## src/rtl/module_teclado_pkg.sv

```systemverilog
// Shared types and helpers for the 4x4 keypad scanner.
package pkg_teclado;

  typedef enum logic [1:0] {SCAN, DEB_PRESS, PRESSED, DEB_RELEASE} state_t;

  localparam int unsigned N_COLS = 4;
  localparam int unsigned N_ROWS = 4;

  // Active-low one-hot column drive for column idx.
  function automatic logic [N_COLS-1:0] onehot_low(input logic [1:0] idx);
    logic [N_COLS-1:0] one;
    one = 4'b0001;
    return ~(one << idx);
  endfunction

  // {valid, idx}: valid only when exactly one row is pulled low.
  function automatic logic [2:0] row_index(input logic [N_ROWS-1:0] fila);
    logic [2:0] r;
    r = 3'b000;
    case (fila)
      4'b1110: r = 3'b100;
      4'b1101: r = 3'b101;
      4'b1011: r = 3'b110;
      4'b0111: r = 3'b111;
      default: r = 3'b000;
    endcase
    return r;
  endfunction

endpackage

```

## src/rtl/module_teclado_sync2.sv

```systemverilog
// Two-flop synchronizer for asynchronous inputs; reset value is all-ones
// so that idle pulled-up lines read as inactive.
module module_sync2 #(
  parameter int unsigned WIDTH = 4
) (
  input  logic             clk,
  input  logic             rst,
  input  logic [WIDTH-1:0] d,
  output logic [WIDTH-1:0] q
);

  logic [WIDTH-1:0] ff1_q;

  always_ff @(posedge clk) begin
    if (!rst) begin
      ff1_q <= '1;
      q     <= '1;
    end else begin
      ff1_q <= d;
      q     <= ff1_q;
    end
  end

endmodule

```

## src/rtl/module_teclado.sv

```systemverilog
// 4x4 keypad scanner: column scan, press/release debounce, key code output
// with a ready flag (active low) and a one-cycle acceptance pulse.
module module_teclado
  import pkg_teclado::*;
#(
  parameter int unsigned SCAN_DIV     = 27000,
  parameter int unsigned DEBOUNCE_CYC = 270000
) (
  input  logic              clk,
  input  logic              rst,
  input  logic [N_ROWS-1:0] fila_i,
  output logic [N_COLS-1:0] col_o,
  output logic [1:0]        dato_codc_o,
  output logic [1:0]        dato_codf_o,
  output logic              dato_listo_o,
  output logic              tecla_pulso_o
);

  localparam int unsigned SCAN_W = $clog2(SCAN_DIV);
  localparam int unsigned DEB_W  = $clog2(DEBOUNCE_CYC);
  localparam logic [SCAN_W-1:0] SCAN_LAST = SCAN_W'(SCAN_DIV - 1);
  localparam logic [DEB_W-1:0]  DEB_LAST  = DEB_W'(DEBOUNCE_CYC - 1);

  state_t              state_q, state_d;
  logic [1:0]          col_q, col_d;
  logic [SCAN_W-1:0]   scan_cnt_q, scan_cnt_d;
  logic [DEB_W-1:0]    deb_cnt_q, deb_cnt_d;
  logic [1:0]          cand_col_q, cand_col_d;
  logic [1:0]          cand_row_q, cand_row_d;
  logic [1:0]          codc_q, codc_d;
  logic [1:0]          codf_q, codf_d;
  logic                listo_q, listo_d;
  logic                pulso_q, pulso_d;

  logic [N_ROWS-1:0]   fila_s;
  logic [2:0]          row_info;
  logic                row_hit;
  logic [1:0]          row_idx;
  logic                cand_hit;
  logic                cand_high;
  logic [1:0]          col_next;

  module_sync2 #(
    .WIDTH(N_ROWS)
  ) u_sync (
    .clk(clk),
    .rst(rst),
    .d  (fila_i),
    .q  (fila_s)
  );

  assign row_info  = row_index(fila_s);
  assign row_hit   = row_info[2];
  assign row_idx   = row_info[1:0];
  // Only the latched row is watched once a candidate exists; other keys are ignored.
  assign cand_hit  = row_hit && (row_idx == cand_row_q);
  assign cand_high = fila_s[cand_row_q];
  assign col_next  = (col_q == 2'(N_COLS - 1)) ? 2'd0 : col_q + 2'd1;

  always_ff @(posedge clk) begin
    if (!rst) begin
      state_q    <= SCAN;
      col_q      <= '0;
      scan_cnt_q <= '0;
      deb_cnt_q  <= '0;
      cand_col_q <= '0;
      cand_row_q <= '0;
      codc_q     <= '0;
      codf_q     <= '0;
      listo_q    <= 1'b1;
      pulso_q    <= 1'b0;
    end else begin
      state_q    <= state_d;
      col_q      <= col_d;
      scan_cnt_q <= scan_cnt_d;
      deb_cnt_q  <= deb_cnt_d;
      cand_col_q <= cand_col_d;
      cand_row_q <= cand_row_d;
      codc_q     <= codc_d;
      codf_q     <= codf_d;
      listo_q    <= listo_d;
      pulso_q    <= pulso_d;
    end
  end

  always_comb begin
    state_d    = state_q;
    col_d      = col_q;
    scan_cnt_d = scan_cnt_q;
    deb_cnt_d  = deb_cnt_q;
    cand_col_d = cand_col_q;
    cand_row_d = cand_row_q;
    codc_d     = codc_q;
    codf_d     = codf_q;
    listo_d    = listo_q;
    pulso_d    = 1'b0;
    unique case (state_q)
      SCAN: begin
        // Rows are judged only at the end of the dwell so the synchronizer has settled.
        if (scan_cnt_q == SCAN_LAST) begin
          scan_cnt_d = '0;
          if (row_hit) begin
            cand_col_d = col_q;
            cand_row_d = row_idx;
            deb_cnt_d  = '0;
            state_d    = DEB_PRESS;
          end else begin
            col_d = col_next;
          end
        end else begin
          scan_cnt_d = scan_cnt_q + 1'b1;
        end
      end
      DEB_PRESS: begin
        if (cand_hit) begin
          if (deb_cnt_q == DEB_LAST) begin
            state_d = PRESSED;
            codc_d  = cand_col_q;
            codf_d  = cand_row_q;
            listo_d = 1'b0;
            pulso_d = 1'b1;
          end else begin
            deb_cnt_d = deb_cnt_q + 1'b1;
          end
        end else begin
          state_d    = SCAN;
          col_d      = col_next;
          scan_cnt_d = '0;
        end
      end
      PRESSED: begin
        if (cand_high) begin
          state_d   = DEB_RELEASE;
          deb_cnt_d = '0;
        end
      end
      DEB_RELEASE: begin
        if (!cand_high) begin
          state_d = PRESSED;
        end else if (deb_cnt_q == DEB_LAST) begin
          state_d    = SCAN;
          listo_d    = 1'b1;
          col_d      = col_next;
          scan_cnt_d = '0;
        end else begin
          deb_cnt_d = deb_cnt_q + 1'b1;
        end
      end
      default: state_d = SCAN;
    endcase
  end

  always_comb begin
    col_o         = onehot_low(col_q);
    dato_codc_o   = codc_q;
    dato_codf_o   = codf_q;
    dato_listo_o  = listo_q;
    tecla_pulso_o = pulso_q;
  end

endmodule

```

## config.mk

```make
export PLATFORM = sky130hd
export DESIGN_NAME = module_teclado
export DESIGN_NICKNAME = d
export VERILOG_FILES = /design/src/rtl/module_teclado_pkg.sv /design/src/rtl/module_teclado_sync2.sv /design/src/rtl/module_teclado.sv
export SDC_FILE = /design/constraint.sdc
export NUM_CORES = 1
export LEC_CHECK = 0
export BUFFER_PORTS_ARGS = -buffer_cell sky130_fd_sc_hd__buf_4
export CORE_UTILIZATION = 30
export CTS_BUF_LIST = sky130_fd_sc_hd__clkbuf_2 sky130_fd_sc_hd__clkbuf_4 sky130_fd_sc_hd__clkbuf_8
export CTS_CLUSTER_SIZE = 8
export DETAILED_ROUTE_END_ITERATION = 6
export GPL_TIMING_DRIVEN = 0
export HOLD_SLACK_MARGIN = 0.02
export MAX_ROUTING_LAYER = met4
export SYNTH_ARGS = -nofsm -noshare
export SYNTH_HDL_FRONTEND = slang
export SYNTH_HIERARCHICAL = 1
export SYNTH_SLANG_ARGS = --single-unit
```

## constraint.sdc

```tcl
create_clock -name clk -period 2.8 [get_ports clk]
set_input_delay 0.56 -clock clk [delete_from_list [all_inputs] [get_ports clk]]
set_output_delay 0.56 -clock clk [all_outputs]
set_load 0.01 [all_outputs]
```

# Word-level counts from Yosys, hierarchy flattened
# Index checks and enable logic that the tools add are counted.
[classes]
n_reduce_logical = 12
n_bitwise = 1
shift = 1
n_eq_ne = 22
mux = 36
magnitude_cmp = 1
addsub = 3
[ops]
columns = ["op", "n"]
rows = [
  ["$mux 19", 6],
  ["$pmux 19 s4", 1],
  ["$mux 15", 4],
  ["$pmux 15 s3", 1],
  ["$mux 2", 13],
  ["$add 19x1->19 const B", 1],
  ["$eq 19x19->1 const B", 1],
  ["$ne 2x2->1 const B", 9],
  ["$add 15x1->15 const B", 1],
  ["$eq 15x15->1 const B", 1],
  ["$reduce_and 5->1", 3],
  ["$eq 4x4->1 const B", 3],
  ["$pmux 3 s4", 1],
  ["$reduce_and 3->1", 3],
  ["$pmux 2 s4", 1],
  ["$eq 2x2->1 const B", 3],
  ["$mux 1", 6],
  ["$ne 3x3->1 const B", 2],
  ["$pmux 2 s3", 1],
  ["$reduce_and 6->1", 1],
  ["$eq 4x3->1 const B", 1],
  ["$not 4->4", 1],
  ["$reduce_and 4->1", 1],
  ["$shl 1x2->4 const A", 1],
  ["other kinds (10)", 10],
]
[word_totals]
output_inout_bits = 10
regBits = 56

# Longest topological paths before layout
# Gate-level depths: netlist of the first run.
[logic_depth]
ltp_word = 6
ltp_mapped = 9
depth_no_buf = 7

# Cells and area by module
# Netlist of the first run, hierarchy kept.
[by_module_without_submodules]
columns = ["module", "area_each_um2", "cells_each", "n_inst", "seq_area_each_um2"]
rows = [
  ["module_teclado", 2665.1, 330, 1, 960.9],
  ["module_sync2", 210.2, 16, 1, 160.2],
]

# Worst setup path after synthesis of the first run
# Ideal clock, no wire load.
[synth_path]
path_kind = "flip-flop to flip-flop"
startpoint = "register deb_cnt_q[0]"
endpoint = "register deb_cnt_q[16]"
period_less_slack_ns = 2.101
path_buffers = 1
arrival_ns = 2.030
slack_ns = 0.699
setup_ns = 0.070
stages_incl_launch_ff = 9
cell_sequence = "dfxtp_1 -> ha_1 -> and4_1 -> and4_1 -> a21o_1 -> a31o_2 -> buf_6 -> or4_1 -> a21oi_1"
[synth_via]
elab_chain_cells = 4
elab_cells_between_ends = 6
classes_between = "add/sub (1); eq/ne (1); mux (4)"
[synth_rtl]
columns = ["item", "line_no", "text"]
rows = [
  ["start: declaration", "module_teclado.sv:27", "logic [DEB_W-1:0] deb_cnt_q, deb_cnt_d;"],
  ["start signal: assignment", "module_teclado.sv:76", "deb_cnt_q <= deb_cnt_d;"],
  ["$add 19x1->19 or $eq 19x19->1 (tied branches)", "-", ""],
  ["$mux 19 *", "module_teclado.sv:116, module_teclado.sv:140", ""],
  ["$mux 19, on equally long branches", "module_teclado.sv:138, module_teclado.sv:115", ""],
  ["$pmux 19 s4 *", "module_teclado.sv:97", "unique case (state_q)"],
]
# Every way passes the cells marked *; elsewhere a longest branch is shown, timed or not. The select of a mux whose other input is x is not followed.
# A chain may end at the register's enable or synchronous reset.

# Final worst setup path of the first run
[layout_path]
startpoint = "register scan_cnt_q[0]"
endpoint = "register deb_cnt_q[16]"
[layout_via]
elab_chain_cells = 3
[layout_rtl]
columns = ["item", "line_no", "text"]
rows = [
  ["start: declaration", "module_teclado.sv:26", "logic [SCAN_W-1:0] scan_cnt_q, scan_cnt_d;"],
  ["start signal: assignment", "module_teclado.sv:75", "scan_cnt_q <= scan_cnt_d;"],
  ["$eq 15x15->1", "module_teclado.sv:100", "if (scan_cnt_q == SCAN_LAST) begin"],
  ["$ne 2x2->1 (no source line)", "-", ""],
  ["$reduce_and 5->1 (no source line)", "-", ""],
]
# No other way between the ends.

==> impl_metrics.py, run 1 <==
metrics = {
    "run_status": {
        "outcome": "complete, no violations",
    },
    "global_route": {
        "track_usage_pct": 14.7,
        "overflow": 0,
        "grt_max_degree": 18,
        "antenna_found_initial": 0,
        "first_global_vias": 2409,
        "grt_pass1_wl_um": 11400,
    },
    "setup_path": {
        "worst-path-max-fanout": 10,
        "crit_path_top_delay_cell": "or4_1",
        "max_stage_delay_ns": 0.46,
        "r2r_slack_ns": 0.37,
        "start_kind": "flop",
        "cp_top_family": "simple AND/OR/NAND/NOR gates",
        "critPathKind": "flop to flop",
        "arrival_ns": 2.67,
        "crit_buf_inv": 1,
        "crit_path_end_kind": "flop",
        "required_ns": 3.04,
        "worstPathCellList": "ha_1, nand4b_1, nor4_4, o211ai_1, a31o_2, buf_6, or4_1, a21oi_1",
    },
    "placed_design": {
        "gp_congestion": 0.785,
        "pre_cts_ws_ns": 0.309,
        "dpl.cell_count": 490,
        "io_buffers": 15,
        "dp_hpwl_um": 4680,
    },
    "floorplanning": {
        "die_height_um": 99.9,
        "start_util_pct": 31.0,
        "io_pins": 16,
        "fp.dieArea_um2": 9980,
        "std_cell_rows": 35,
        "core_um2": 9280,
        "die_w_um": 99.9,
    },
    "clock_tree": {
        "cts_tree": "yes",
        "cts_resized": 0,
        "cts.reportedPaths.clkPinSlew_ns": 0.11,
        "cts_sinks": 56,
        "numCtsBuffers": 5,
        "cts_hold_buf": 0,
        "h-tree-depth": 2,
        "max-clock-path-buffers": 2,
        "cts_setup_buffers": 0,
        "worstSkewPairLatency_ns": 0.32,
        "cts-root-buf": "clkbuf_8",
    },
    "route": {
        "wirelength_um": 6560,
        "remaining_drc_errors": 0,
        "vias": 2560,
        "dr.pass1.iters": 5,
        "drtIter0Drc": 157,
        "via_per_inst": 5.14,
        "drtAntennaViolNets": 0,
        "wl_per_cell_um": 13.2,
    },
    "logic_synthesis": {
        "ys_top_cells_by_count": "dfxtp_1, nand2_1, nor2_1",
        "yosysMostFrequentCell": "dfxtp_1",
        "syn_nets": 358,
        "synth_top_cell_area_share_pct": 39.0,
        "synth_edf_count": 0,
        "synth_cells": 346,
        "ys_types": 51,
        "async_reset_ff_share_pct": 0,
        "synth_area_leader_cell": "dfxtp_1",
        "synth_ff_type": "dfxtp_1",
        "ys_warn_count": 6,
        "synth_area_leaders": "dfxtp_1, nand2_1, o21ai_0, or4_1, nor2_1",
        "synth_seq_cells": 56,
        "seq_area_frac_synth_pct": 39.0,
        "syn_area_um2": 2880,
        "synth_area_per_cell_um2": 8.31,
    },
    "pwr": {
        "swShare_pct": 23.5,
        "internal-power_mw": 1.02,
        "finalPower_mw": 1.33,
        "p_clk_share_pct": 34.9,
        "power.switching_mw": 0.312,
        "ir_worst_vdd_v": 0.000256,
        "p_comb_share_pct": 4.0,
        "p_seq_share_pct": 61.1,
        "leakage_nw": 1.20,
        "powerDensity_nw_per_um2": 410,
    },
    "finish": {
        "final_nets": 380,
        "n_antenna_cell": 0,
        "synthToLayoutAreaGrowth_pct": 12.8,
        "seq_area_um2": 1120,
        "drive_gt1_share_pct": 9.49,
        "fillers": 997,
        "multi_input_area_um2": 1620,
        "stdcell_count": 498,
    },
    "sta": {
        "final.setup_skew_ns": 0.0199,
        "tightest_slew_ns": 0.949,
        "clock.fmax_mhz": 411,
        "max_slew_margin_pct": 36.3,
        "setup_viol": 0,
        "setup_slack_ns": 0.368,
        "tns_ns": 0,
        "min_period_ns": 2.43,
        "timing.final.crit_share_pct": 86.9,
        "hold_viol_final": 0,
        "slew_viol_final": 0,
        "rsz0062_at_grt": "false",
    },
    "hold_path": {
        "hp-class": "flop to flop",
    },
    "run": {
        "drv_cap": 0,
    },
}
layout by cell type, fill, tap and decap left out, drive strengths merged, types with 4 or more instances in the layout:
cell / instances
o21ai: 23
nand3: 16
clkbuf: 17
nor2: 27
nand4: 8
inv: 16
buf: 20
or4: 14
mux2i: 9
nor3: 8
a21oi: 19
nand2b: 9
dfxtp: 56
and4: 5
or3: 10
a31oi: 14
o31ai: 11
nand2: 33
ha: 6
o211ai: 4
logic make-up (layout without fill, tap and decap cells):
kind of cell / count (synthesis) / in the layout / synth area share, %
and+or+nand+nor: 154 / 154 / 30.5
AOI/OAI and AO/OA: 85 / 85 / 18.5
DFF: 56 / 56 / 39.0
buffers and inverters: 32 / 55 / 4.66
muxes: 10 / 10 / 3.92
adders and majority gates: 6 / 6 / 2.61
xor gates and xnor gates: 3 / 3 / 0.914
power by group through the flow:
stage               clock network, mW  logic [mW]  registers (mW)
floorplan                           0      0.0354           0.828
global placement                    0      0.0526           0.829
detailed placement                  0      0.0534           0.830
CTS                             0.472      0.0534           0.811
global route                    0.512      0.0601           0.813
finish                          0.463      0.0531           0.811
stage by stage:
stage / util (%) / hold slack, ns / instance area (um2)
after floorplan: - / 0.386 / 2880
after global placement: 33.9 / 0.391 / 3150
after detailed placement: 33.9 / 0.391 / 3150
after CTS: 34.9 / 0.410 / 3240
after global routing: 34.9 / 0.400 / 3240
final: 34.9 / 0.414 / 3240
final cells by class:
type	count	area share [%]
Tap cell	129	4.98
Buffer	16	2.28
Clock inverter	2	0.502
Timing Repair Buffer	15	3.47
Clock buffer	6	2.35
Sequential cell	56	34.6
Multi-Input combinational cell	258	50.0
Inverter	16	1.85
path summary, 6_finish.rpt:
check / from / to / cells after the start
min reg2reg: u_sync/ff1_q[2] / u_sync/q[2] / 1
max reg2reg: scan_cnt_q[0] / deb_cnt_q[16] / 8
min: u_sync/ff1_q[2] / u_sync/q[2] / 1
max: scan_cnt_q[0] / deb_cnt_q[16] / 8
registers in the layout, indices dropped and copies added (netlist names), 2 cells and up:
signal        count
deb_cnt_q        19
scan_cnt_q       15
u_sync/ff1_q      4
u_sync/q          4
cand_col_q        2
cand_row_q        2
col_q             2
dato_codc_o       2
dato_codf_o       2
state_q           2
routing by layer:
metal	track usage [%]	wire length [um]	vias to the layer above
met3	2.51	194	10
met4	5.54	108	0
met5	-	0	-
met1	18.6	3150	1185
met2	23.7	3110	42
li1	-	-	1323
(Power assumes the default switching activity.)
==> run 2: changes to the inputs <==
- CORE_UTILIZATION: 30 -> 63
- PLACE_DENSITY: unset -> 0.82
==> impl_metrics.py, run 2 (synthesis gave the netlist of run 1 again) <==
metrics = {
    "setup_path": {
        "worst-path-max-fanout": 10,
        "arrival_ns": 2.76,
        "cp_top_family": "compound AO/OA/AOI/OAI gates",
        "critPathKind": "flop to flop",
        "crit_path_top_delay_cell": "a31oi_1",
        "max_stage_delay_ns": 0.50,
        "crit_path_end_kind": "flop",
        "crit_top_cell": "a31oi_1",
        "crit_buf_inv": 1,
        "start_kind": "flop",
        "worstPathCellList": "nor4b_1, and4_1, a31oi_1, a31oi_1, clkbuf_1, o21ai_0",
        "required_ns": 2.98,
    },
    "floorplanning": {
        "die_height_um": 69.6,
        "fp.dieArea_um2": 4840,
        "io_pins": 16,
        "start_util_pct": 65.6,
        "die_w_um": 69.6,
        "core_um2": 4380,
        "std_cell_rows": 24,
    },
    "finish": {
        "largestRegisters": "deb_cnt_q: 19 flops, scan_cnt_q: 15 flops",
        "final_nets": 380,
        "seq_area_um2": 1120,
        "largest_reg_flops": 19,
        "stdcell_count": 420,
        "final_area_um2": 3180,
        "drive_gt1_share_pct": 9.24,
        "top_register": "deb_cnt_q",
        "final_common_cell": "dfxtp_1",
        "final_cell_mix": "dfxtp_1, nand2_1, nor2_1, o21ai_0, a21oi_1",
        "synthToLayoutAreaGrowth_pct": 10.7,
        "multi_input_area_um2": 1620,
        "fillers": 343,
        "n_antenna_cell": 0,
    },
    "global_route": {
        "track_usage_pct": 29.3,
        "grt_max_degree": 17,
        "first_global_vias": 2446,
        "overflow": 0,
        "antenna_found_initial": 0,
        "grt_pass1_wl_um": 11300,
    },
    "run": {
        "drv_cap": 0,
    },
    "clock_tree": {
        "cts-root-buf": "clkbuf_8",
        "cts_setup_buffers": 0,
        "cts_tree": "yes",
        "cts_hold_buf": 0,
        "worstSkewPairLatency_ns": 0.31,
        "numCtsBuffers": 5,
        "cts_resized": 0,
        "h-tree-depth": 2,
        "cts.reportedPaths.clkPinSlew_ns": 0.10,
        "cts_sinks": 56,
        "max-clock-path-buffers": 2,
    },
    "route": {
        "drtIter0Drc": 243,
        "wl_per_cell_um": 15.6,
        "remaining_drc_errors": 0,
        "drtAntennaViolNets": 0,
        "vias": 2694,
        "wirelength_um": 6570,
        "dr.pass1.iters": 5,
        "via_per_inst": 6.41,
    },
    "hold_path": {
        "hp-class": "flop to flop",
    },
    "placed_design": {
        "dp_hpwl_um": 4630,
        "place_area_um2": 3050,
        "dpl.cell_count": 413,
        "gp_congestion": 0.876,
        "io_buffers": 15,
    },
    "pwr": {
        "leakage_nw": 1.22,
        "powerDensity_nw_per_um2": 464,
        "ir_worst_vdd_v": 0.000412,
        "finalPower_mw": 1.48,
    },
    "sta": {
        "tightest_slew_ns": 0.985,
        "final.setup_skew_ns": 0.00659,
        "max_slew_margin_pct": 33.8,
        "slew_viol_final": 0,
        "holdWs_ns": 0.416,
        "rsz0062_at_grt": "false",
        "timing.final.crit_share_pct": 92.0,
        "min_period_ns": 2.58,
        "clock.fmax_mhz": 388,
        "hold_viol_final": 0,
        "setup_viol": 0,
        "tns_ns": 0,
    },
    "run_status": {
        "outcome": "complete, no violations",
    },
}
run 2: cell type report:
class,instances,share of cell area [%]
repair buffers,15,3.54
clock inverters,2,1.89
well taps,52,2.04
plain buffers,16,2.32
multi-input cells,258,50.9
flip-flops and latches,56,35.2
inverters,16,1.89
clock buffers,5,2.16
run 2: routing by layer:
| layer | wire (um) | track usage [%] |
|---|---|---|
| met2 | 2970 | 44.2 |
| met1 | 3110 | 41.3 |
| met4 | 70 | 7.48 |
| met5 | 0 | - |
| met3 | 416 | 4.65 |
run 2: per-stage QoR:
step	worst slack [ns]	utilization, %
floorplan	0.699	-
global placement	0.374	69.6
detailed placement	0.333	69.6
CTS	0.299	72.6
global route	0.0454	72.6
finish	0.224	72.6
run 2: worst register-to-register path, cell delays in order, from the launching register on:
cell and delay, ns:
dfxtp_1 0.46, nor4b_1 0.37, and4_1 0.28, a31oi_1 0.23
a31oi_1 0.50, clkbuf_1 0.42, o21ai_0 0.17
run 2: final timing paths:
| kind | slack, ns | cells after the start | from | end |
|---|---|---|---|---|
| setup / recovery | 0.22 | 6 | deb_cnt_q[5] | scan_cnt_q[1] |
| hold / removal | 0.42 | 1 | u_sync/ff1_q[0] | u_sync/q[0] |
| setup reg to reg | 0.22 | 6 | deb_cnt_q[5] | scan_cnt_q[1] |
| hold reg to reg | 0.42 | 1 | u_sync/ff1_q[0] | u_sync/q[0] |
run 2: report_power, final:
part	switching [mW]	internal [mW]	total [mW]
clock	0.260	0.352	0.612
combinational	0.0317	0.0219	0.0536
sequential	0.00695	0.805	0.812
